$ cat config.mk
export PLATFORM = sky130hd
export DESIGN_NAME = instr_fetch
export DESIGN_NICKNAME = d
export VERILOG_FILES = /design/src/rtl/cpu_pkg.sv /design/src/rtl/fetch_fifo.sv /design/src/rtl/instr_fetch.sv
export SDC_FILE = /design/constraint.sdc
export NUM_CORES = 1
export LEC_CHECK = 0
export ABC_CLOCK_PERIOD_IN_PS = 2850
export CORE_MARGIN = 2
export CORE_UTILIZATION = 38
export CTS_BUF_LIST = sky130_fd_sc_hd__clkbuf_4
export CTS_CLUSTER_DIAMETER = 80
export DETAILED_ROUTE_END_ITERATION = 10
export SKIP_LAST_GASP = 1
export SYNTH_ARGS = -nofsm -noshare
export SYNTH_HDL_FRONTEND = slang
export SYNTH_SLANG_ARGS = --single-unit
$ cat constraint.sdc
create_clock -name clk -period 2.85 [get_ports clk]
set_clock_uncertainty 0.1 [all_clocks]
set_input_delay 0.855 -clock clk [delete_from_list [all_inputs] [get_ports clk]]
set_output_delay 0.855 -clock clk [all_outputs]
set_load 0.02 [all_outputs]
$ cat src/rtl/cpu_pkg.sv
// Shared CPU definitions: fetch FSM encoding, buffer entry layout, datapath width.
package cpu_pkg;

  localparam int unsigned INSTR_W = 32;

  localparam logic [INSTR_W-1:0] DEFAULT_RESET_PC = 32'h0000_0000;

  typedef enum logic [1:0] {
    FS_IDLE    = 2'd0,
    FS_WAIT    = 2'd1,
    FS_DISCARD = 2'd2
  } fetch_state_t;

  typedef struct packed {
    logic [INSTR_W-1:0] pc;
    logic [INSTR_W-1:0] instr;
  } fetch_entry_t;

  // Redirect target: word address plus signed word offset, wrapping mod 2^32.
  function automatic logic [INSTR_W-1:0] branch_target(input logic [INSTR_W-1:0] base,
                                                       input logic [INSTR_W-1:0] delta);
    return base + delta;
  endfunction

endpackage

$ cat src/rtl/fetch_fifo.sv
// Instruction buffer: circular FIFO of {pc, instr} with synchronous flush and
// simultaneous push/pop. Storage is reset so the head reads zero under reset.
module fetch_fifo
  import cpu_pkg::*;
#(
  parameter int unsigned DEPTH = 2
) (
  input  logic               clk,
  input  logic               rst_n,
  input  logic               flush,
  input  logic               push,
  input  logic [INSTR_W-1:0] push_pc,
  input  logic [INSTR_W-1:0] push_instr,
  input  logic               pop,
  output logic [INSTR_W-1:0] head_pc,
  output logic [INSTR_W-1:0] head_instr,
  output logic               empty,
  output logic               full
);

  localparam int unsigned PTR_W = (DEPTH > 1) ? $clog2(DEPTH) : 1;
  localparam int unsigned CNT_W = $clog2(DEPTH + 1);
  localparam logic [PTR_W-1:0] LAST_PTR = PTR_W'(DEPTH - 1);

  fetch_entry_t     mem [DEPTH];
  logic [PTR_W-1:0] rd_ptr;
  logic [PTR_W-1:0] wr_ptr;
  logic [CNT_W-1:0] count;
  logic             do_push;
  logic             do_pop;

  assign empty      = (count == '0);
  assign full       = (count == CNT_W'(DEPTH));
  assign do_push    = push && !full;
  assign do_pop     = pop && !empty;
  assign head_pc    = mem[rd_ptr].pc;
  assign head_instr = mem[rd_ptr].instr;

  // Pointer and occupancy update; flush wins over any push/pop in the same cycle.
  always_ff @(posedge clk or negedge rst_n) begin
    if (!rst_n) begin
      rd_ptr <= '0;
      wr_ptr <= '0;
      count  <= '0;
    end else if (flush) begin
      rd_ptr <= '0;
      wr_ptr <= '0;
      count  <= '0;
    end else begin
      if (do_push) wr_ptr <= (wr_ptr == LAST_PTR) ? '0 : wr_ptr + PTR_W'(1);
      if (do_pop)  rd_ptr <= (rd_ptr == LAST_PTR) ? '0 : rd_ptr + PTR_W'(1);
      case ({do_push, do_pop})
        2'b10:   count <= count + CNT_W'(1);
        2'b01:   count <= count - CNT_W'(1);
        default: count <= count;
      endcase
    end
  end

  // Entry storage write.
  always_ff @(posedge clk or negedge rst_n) begin
    if (!rst_n) begin
      for (int unsigned i = 0; i < DEPTH; i++) mem[i] <= '0;
    end else if (!flush && do_push) begin
      mem[wr_ptr] <= '{pc: push_pc, instr: push_instr};
    end
  end

endmodule

$ cat src/rtl/instr_fetch.sv
// Instruction fetch: issues one word read at a time, buffers returned words with
// their addresses for Decode, and handles Execute redirects, including dropping a
// read that was already in flight when the redirect arrived.
module instr_fetch
  import cpu_pkg::*;
#(
  parameter logic [INSTR_W-1:0] RESET_PC = DEFAULT_RESET_PC,
  parameter int unsigned        DEPTH    = 2
) (
  input  logic               clk,
  input  logic               rst_n,
  input  logic               branch_taken,
  input  logic [INSTR_W-1:0] exec_pc,
  input  logic [INSTR_W-1:0] delta_instruction,
  output logic               imem_req,
  output logic [INSTR_W-1:0] imem_addr,
  input  logic               imem_ack,
  input  logic [INSTR_W-1:0] imem_rdata,
  output logic               out_valid,
  output logic [INSTR_W-1:0] out_instr,
  output logic [INSTR_W-1:0] out_pc,
  input  logic               out_ready
);

  fetch_state_t       state;
  logic [INSTR_W-1:0] fetch_pc;
  logic [INSTR_W-1:0] target;
  logic               buf_empty;
  logic               buf_full;
  logic               push;
  logic               pop;

  assign target    = branch_target(exec_pc, delta_instruction);
  assign push      = (state == FS_WAIT) && imem_ack && !branch_taken;
  assign out_valid = !buf_empty && !branch_taken;
  assign pop       = out_valid && out_ready;

  fetch_fifo #(
    .DEPTH (DEPTH)
  ) u_fifo (
    .clk        (clk),
    .rst_n      (rst_n),
    .flush      (branch_taken),
    .push       (push),
    .push_pc    (fetch_pc),
    .push_instr (imem_rdata),
    .pop        (pop),
    .head_pc    (out_pc),
    .head_instr (out_instr),
    .empty      (buf_empty),
    .full       (buf_full)
  );

  // Fetch FSM with registered request/address; fetch_pc follows every redirect.
  always_ff @(posedge clk or negedge rst_n) begin
    if (!rst_n) begin
      state     <= FS_IDLE;
      imem_req  <= 1'b0;
      imem_addr <= RESET_PC;
      fetch_pc  <= RESET_PC;
    end else begin
      if (branch_taken) fetch_pc <= target;
      case (state)
        FS_IDLE: begin
          // A redirect flushes the buffer, so the target can be requested at once.
          if (branch_taken) begin
            imem_req  <= 1'b1;
            imem_addr <= target;
            state     <= FS_WAIT;
          end else if (!buf_full) begin
            imem_req  <= 1'b1;
            imem_addr <= fetch_pc;
            state     <= FS_WAIT;
          end
        end
        FS_WAIT: begin
          if (imem_ack) begin
            imem_req <= 1'b0;
            state    <= FS_IDLE;
            if (!branch_taken) fetch_pc <= fetch_pc + 32'd1;
          end else if (branch_taken) begin
            state <= FS_DISCARD;
          end
        end
        FS_DISCARD: begin
          if (imem_ack) begin
            imem_req <= 1'b0;
            state    <= FS_IDLE;
          end
        end
        default: begin
          imem_req <= 1'b0;
          state    <= FS_IDLE;
        end
      endcase
    end
  end

endmodule

Word-level counts from Yosys, hierarchy flattened
Cells that the tools add are included.

Add/subtract/negate cells: 6. Magnitude comparators: 3. Equality and inequality tests: 10. Muxes and demuxes: 30. Bitwise logic cells: 2. Reduce and logical (&&, ||, !) cells: 20.

Operator list (number): 64-bit two-way mux (4); 32-bit two-way mux (6); 128-bit bitwise mux (1); 64-bit demux with 1-bit select (1); 32-bit by 1-bit adder with 32-bit output (second input constant) (1); 32-bit adder (1); 2-bit two-way mux (6); 1-bit two-way mux (9); 1-bit logical AND (8); 2-bit == test (second input constant) (3); 3-bit != test (second input constant) (2); 2-bit one-hot mux with 3 select lines (1); 2-bit by 1-bit == test with 1-bit output (second input constant) (2); 2-bit greater-or-equal comparator (second input constant) (2); 2-bit logical NOT (2); 2-bit != test (second input constant) (2); 1-bit inverter with 2-bit output (2); 2-bit one-hot mux with 2 select lines (1); 2-bit AND reduction (2); 2-bit nonzero test (2); 1-bit logical NOT (3); 3-bit AND reduction (1); 3-bit nonzero test (1); 1-bit adder (second input constant) (2); 6 further kinds (6).

Bits in registers: 199. Input port bits: 101. Output and inout port bits: 98. Logic and storage cells: 82.

Depth between registers and ports, before layout
Depth after elaboration: 8. Depth in mapped cells: 10. Gate-level depth less buffers: 10.

Hierarchy
A second synthesis with hierarchy kept.

Cells, all modules: 968. Area total of the unflattened synthesis: 10930.5 um^2.

By module, submodules not included: fetch_fifo (times used 1, cells each 364, area an instance 5957.0 um^2, sequential area each 3303.2 um^2); instr_fetch (times used 1, cells each 604, area an instance 4973.5 um^2, sequential area each 1676.6 um^2).

Least setup slack after synthesis
Ideal clock, no wire load.

Kind: input to register. From: in exec_pc[0]. To: reg imem_addr[30]. Setup time: 0.065 ns. Arrival: 2.974 ns. Data required time: 2.685 ns. Setup slack: -0.289 ns. Cell stages on the path: 10. Buffers on the path: 0. Cell sequence: ha_1 -> fa_1 -> a21o_1 -> nand4_1 -> a21oi_1 -> o21a_1 -> o31ai_2 -> o21a_2 -> mux2_2 -> nand2_1.

Word-level cells in the longest chain between the ends: 2.

Ends and longest elaborated chain: start, declared (RTL line instr_fetch.sv:13) `input logic [INSTR_W-1:0] exec_pc,`; 32-bit adder (RTL line cpu_pkg.sv:22) `return base + delta;`; 32-bit two-way mux (RTL line instr_fetch.sv:66) `if (branch_taken) begin`; end signal, assigned (RTL line instr_fetch.sv:68) `imem_addr <= target;`; end signal, assigned (RTL line instr_fetch.sv:72) `imem_addr <= fetch_pc;`; end, declared (RTL line instr_fetch.sv:16) `output logic [INSTR_W-1:0] imem_addr,`.

Every way passes these cells. A chain may end at the register's enable or synchronous reset.

Final worst setup path
From: reg u_fifo.rd_ptr. To: out out_instr[7].

Word-level cells in the longest chain between the ends: 4.

Ends and longest elaborated chain: start, declared (RTL line fetch_fifo.sv:26) `logic [PTR_W-1:0] rd_ptr;`; start signal, assigned (RTL line fetch_fifo.sv:51) `if (do_pop) rd_ptr <= (rd_ptr == LAST_PTR) ? '0 : rd_ptr + PTR_W'(1);`; 1-bit inverter with 2-bit output (not written as such) (RTL line fetch_fifo.sv:37) `assign head_instr = mem[rd_ptr].instr;`; 64-bit two-way mux (3 in series); end, declared (RTL line instr_fetch.sv:20) `output logic [INSTR_W-1:0] out_instr,`.

Every way passes these cells. The select of a mux whose other input is x is not followed.

==> reports/metrics.json <==
{
  "run_status": "finished clean",
  "worstSkewPairLatency_ns": 0.58,
  "synth_fp_nets": 1122,
  "routed-via-count": 8565,
  "grt_usage_pct": 18.8,
  "max-vdd-ir-drop_mv": 0.322,
  "power.total_mw": 12.2,
  "grt_util_met3_pct": 2.77,
  "synth.cells.most_frequent": "sky130_fd_sc_hd__dfrtp_1 (199), sky130_fd_sc_hd__mux2_2 (193), sky130_fd_sc_hd__nand2_1 (75)",
  "worst_case_headroom_to_the_max_slew_limit_pct": 58.3,
  "port_buffers": 198,
  "critical_path.max_fanout": 6,
  "setup_viol": 0,
  "clockBufferDepth": 2,
  "placementRows": 61,
  "worst-endpoint-required_ns": 1.90,
  "floorplan.core_area_um2": 28000,
  "worst_pin_slew_ns": 0.626,
  "grt.overflow.total": 0,
  "finish.instance_area_um2": 14700,
  "grt_first_pass_wirelength_um": 45700,
  "netlist_top_cells_area": "sky130_fd_sc_hd__dfrtp_1 (46%), sky130_fd_sc_hd__mux2_2 (20%), sky130_fd_sc_hd__ha_1 (4.0%)",
  "max_cap_violations": 0,
  "die-area_um2": 30000,
  "cts_sinks": 199,
  "layout_worst_path_cycle_share_pct": 99.8,
  "number_of_antenna_violations_at_the_first_check_in_global_routing": 1,
  "yosys_warnings": 0,
  "final_non_filler_cell_total": 1691,
  "firstDrtPassIters": 4,
  "sequentialPowerShare_pct": 39.3,
  "share_of_layout_cells_above_drive_strength_1_pct": 35.8,
  "seq_cells_post_synth": 199,
  "yosysMostFrequentCell": "sky130_fd_sc_hd__dfrtp_1",
  "floorplan.die.height_um": 173,
  "final_layout_fill_cell_count": 2533,
  "synth_enable_flop_cells": 0,
  "postSynth.asyncResetShare_pct": 100,
  "rsz0062_at_grt": "yes",
  "start_kind": "register",
  "power.share.clock_pct": 12.9,
  "grt_start_max_net_pins": 72,
  "dpl-instance-area_um2": 14300,
  "start_util_pct": 38.8,
  "cts.htree.levels": 4,
  "first_global_vias": 8618,
  "final-hold-violation-count": 0,
  "top_level_ports": 199,
  "drtAntennaViolNets": 0,
  "fin_hold_ws_ns": 0.179,
  "finalWeightedCongestion": 0.837,
  "wire_per_inst_um": 16.9,
  "clk_root_buffer_cell": "sky130_fd_sc_hd__clkbuf_4",
  "cellPowerDensity_nw_per_um2": 827,
  "synth-main-ff-cell": "sky130_fd_sc_hd__dfrtp_1",
  "drt_drc_violations_left": 0,
  "cts.reportedPaths.clkPinSlew_ns": 0.15,
  "route.detailed.vias_per_inst": 5.07,
  "final_core_util_pct": 52.5,
  "grt.met1_usage_pct": 27.4,
  "syn_area_um2": 10900,
  "areaGrowthSynthToFinish_pct": 35.2,
  "met2_usage_in_global_routing_pct": 29.8,
  "cp-end-kind": "output port",
  "hpwl_um": 20300,
  "cts_tree": "yes",
  "synth_top_cell_area_share_pct": 45.8,
  "finalWorstPathRequiredPeriod_ns": 2.84,
  "fin_ws_ns": 0.00610,
  "p_sw_share_pct": 38.1,
  "fp.dieW_um": 173,
  "critical_path_arrival_ns": 1.89,
  "min_path_type": "primary input to asynchronous set/reset pin",
  "fmax_mhz": 352,
  "power.static_leakage_nw": 6.59,
  "post_synth_num_cell_types": 73,
  "synth.yosys.seq_area_share_pct": 45.8,
  "post-place-ws_ns": -0.739,
  "syn_avg_cell_area_um2": 11.0,
  "worst-setup-path-type": "register to output port",
  "power.share.combinational_pct": 47.9,
  "grt_busiest_layer": "met2",
  "synth_cells": 985,
  "p_int_mw": 7.52,
  "timing_max_transition_violations_final": 0,
  "cts_inserted_buffers": 17,
  "drt-total-wl_um": 28500,
  "final_net_count": 1436,
  "postCtsHoldBufs": 0,
  "drtIter0Drc": 520,
  "synth_area_leader_cell": "sky130_fd_sc_hd__dfrtp_1",
  "place_inst": 1639,
  "total_neg_setup_slack_ns": 0,
  "p_switching_mw": 4.64
}
## power groups by stage
stage / clock network (mW) / logic, mW / registers (mW)
2_1_floorplan: 0 / 3.39 / 4.83
3_5_place_dp: 0 / 6.15 / 4.83
3_3_place_gp: 0 / 6.10 / 4.78
4_1_cts: 1.64 / 5.84 / 4.77
6_report: 1.57 / 5.82 / 4.77
5_1_grt: 1.73 / 6.29 / 4.94
## routing by layer
metal  up-vias  wire length [um]  share of wire [%]
li1       4219                 -                  -
met5         -                 0                  0
met3        13               943                3.3
met1      4144             14300                 50
met4         0               239               0.84
met2       189             13100                 46
## layout make-up
class | count | area, um2 | area share (%)
antenna | 1 | 2.50 | 0.0170
clock buffer | 20 | 150 | 1.02
clock inverter | 12 | 153 | 1.04
inverter | 14 | 52.6 | 0.357
multi-input combinational | 726 | 5870 | 39.9
sequential | 199 | 4980 | 33.9
tap | 378 | 473 | 3.22
timing repair buffer | 341 | 3020 | 20.6
## final timing paths
path	from	endpoint	slack, ns	cells after the start
hold reg to reg	imem_addr[0]$_DFFE_PN0P_	imem_addr[0]$_DFFE_PN0P_	0.40	2
min in group clk	imem_addr[0]$_DFFE_PN0P_	imem_addr[0]$_DFFE_PN0P_	0.40	2
setup reg to reg	state[1]$_DFFE_PN0P_	fetch_pc[26]$_DFF_PN0_	0.34	10
max in group asynchronous	rst_n	u_fifo.mem[73]$_DFFE_PN0P_	1.74	2
hold / removal	rst_n	u_fifo.mem[23]$_DFFE_PN0P_	0.18	1
setup / recovery	u_fifo.rd_ptr$_DFFE_PN0P_	out_instr[7]	0.006	5
## cells by family after synthesis
kind of cell               Yosys count  share of synthesized area, %
adders and majority gates           36                          4.21
AOI/OAI and AO/OA                  209                          12.7
xor gates and xnor gates            53                          4.27
and+or+nand+nor                    229                          10.3
muxes                              199                          20.5
DFF                                199                          45.8
buffers and inverters               60                          2.21
## sequential cells by signal (all words and copies together), names as in the netlist
signal	count
u_fifo.count	2
u_fifo.wr_ptr	1
imem_req	1
state	2
u_fifo.mem	128
fetch_pc	32
imem_addr	32
u_fifo.rd_ptr	1
## repair_timing
action	CTS	global route
setup buffers	8	7
pin swaps	13	19
gates resized for setup	136	110
gates cloned	2	2
setup endpoints to repair	81	69
## cells in the final DEF (no fill, tap or decap), drive strengths merged, types with 8 or more instances in the layout
master,Yosys,final
mux2,193,193
clkinv,1,8
a31oi,17,17
nor3,8,8
xnor2,24,24
dfrtp,199,199
a21boi,9,9
o21ai,52,52
inv,13,14
clkbuf,29,47
ha,35,35
a21o,17,17
dlygate4sd2,0,20
nand4,13,13
dlymetal6s2s,0,10
nand3,29,29
buf,17,170
nor2,54,54
xor2,29,29
clkdlybuf4s50,0,114
nand2,75,75
a21oi,56,56
and3,10,10
## worst max-delay path, cell delays in order (launching register included)
cell,delay (ns)
sky130_fd_sc_hd__dfrtp_2,0.47
sky130_fd_sc_hd__buf_12,0.15
sky130_fd_sc_hd__clkbuf_16,0.16
sky130_fd_sc_hd__buf_4,0.13
sky130_fd_sc_hd__mux2_2,0.26
sky130_fd_sc_hd__buf_2,0.16
No activity file was read; power rests on OpenSTA's default activity.
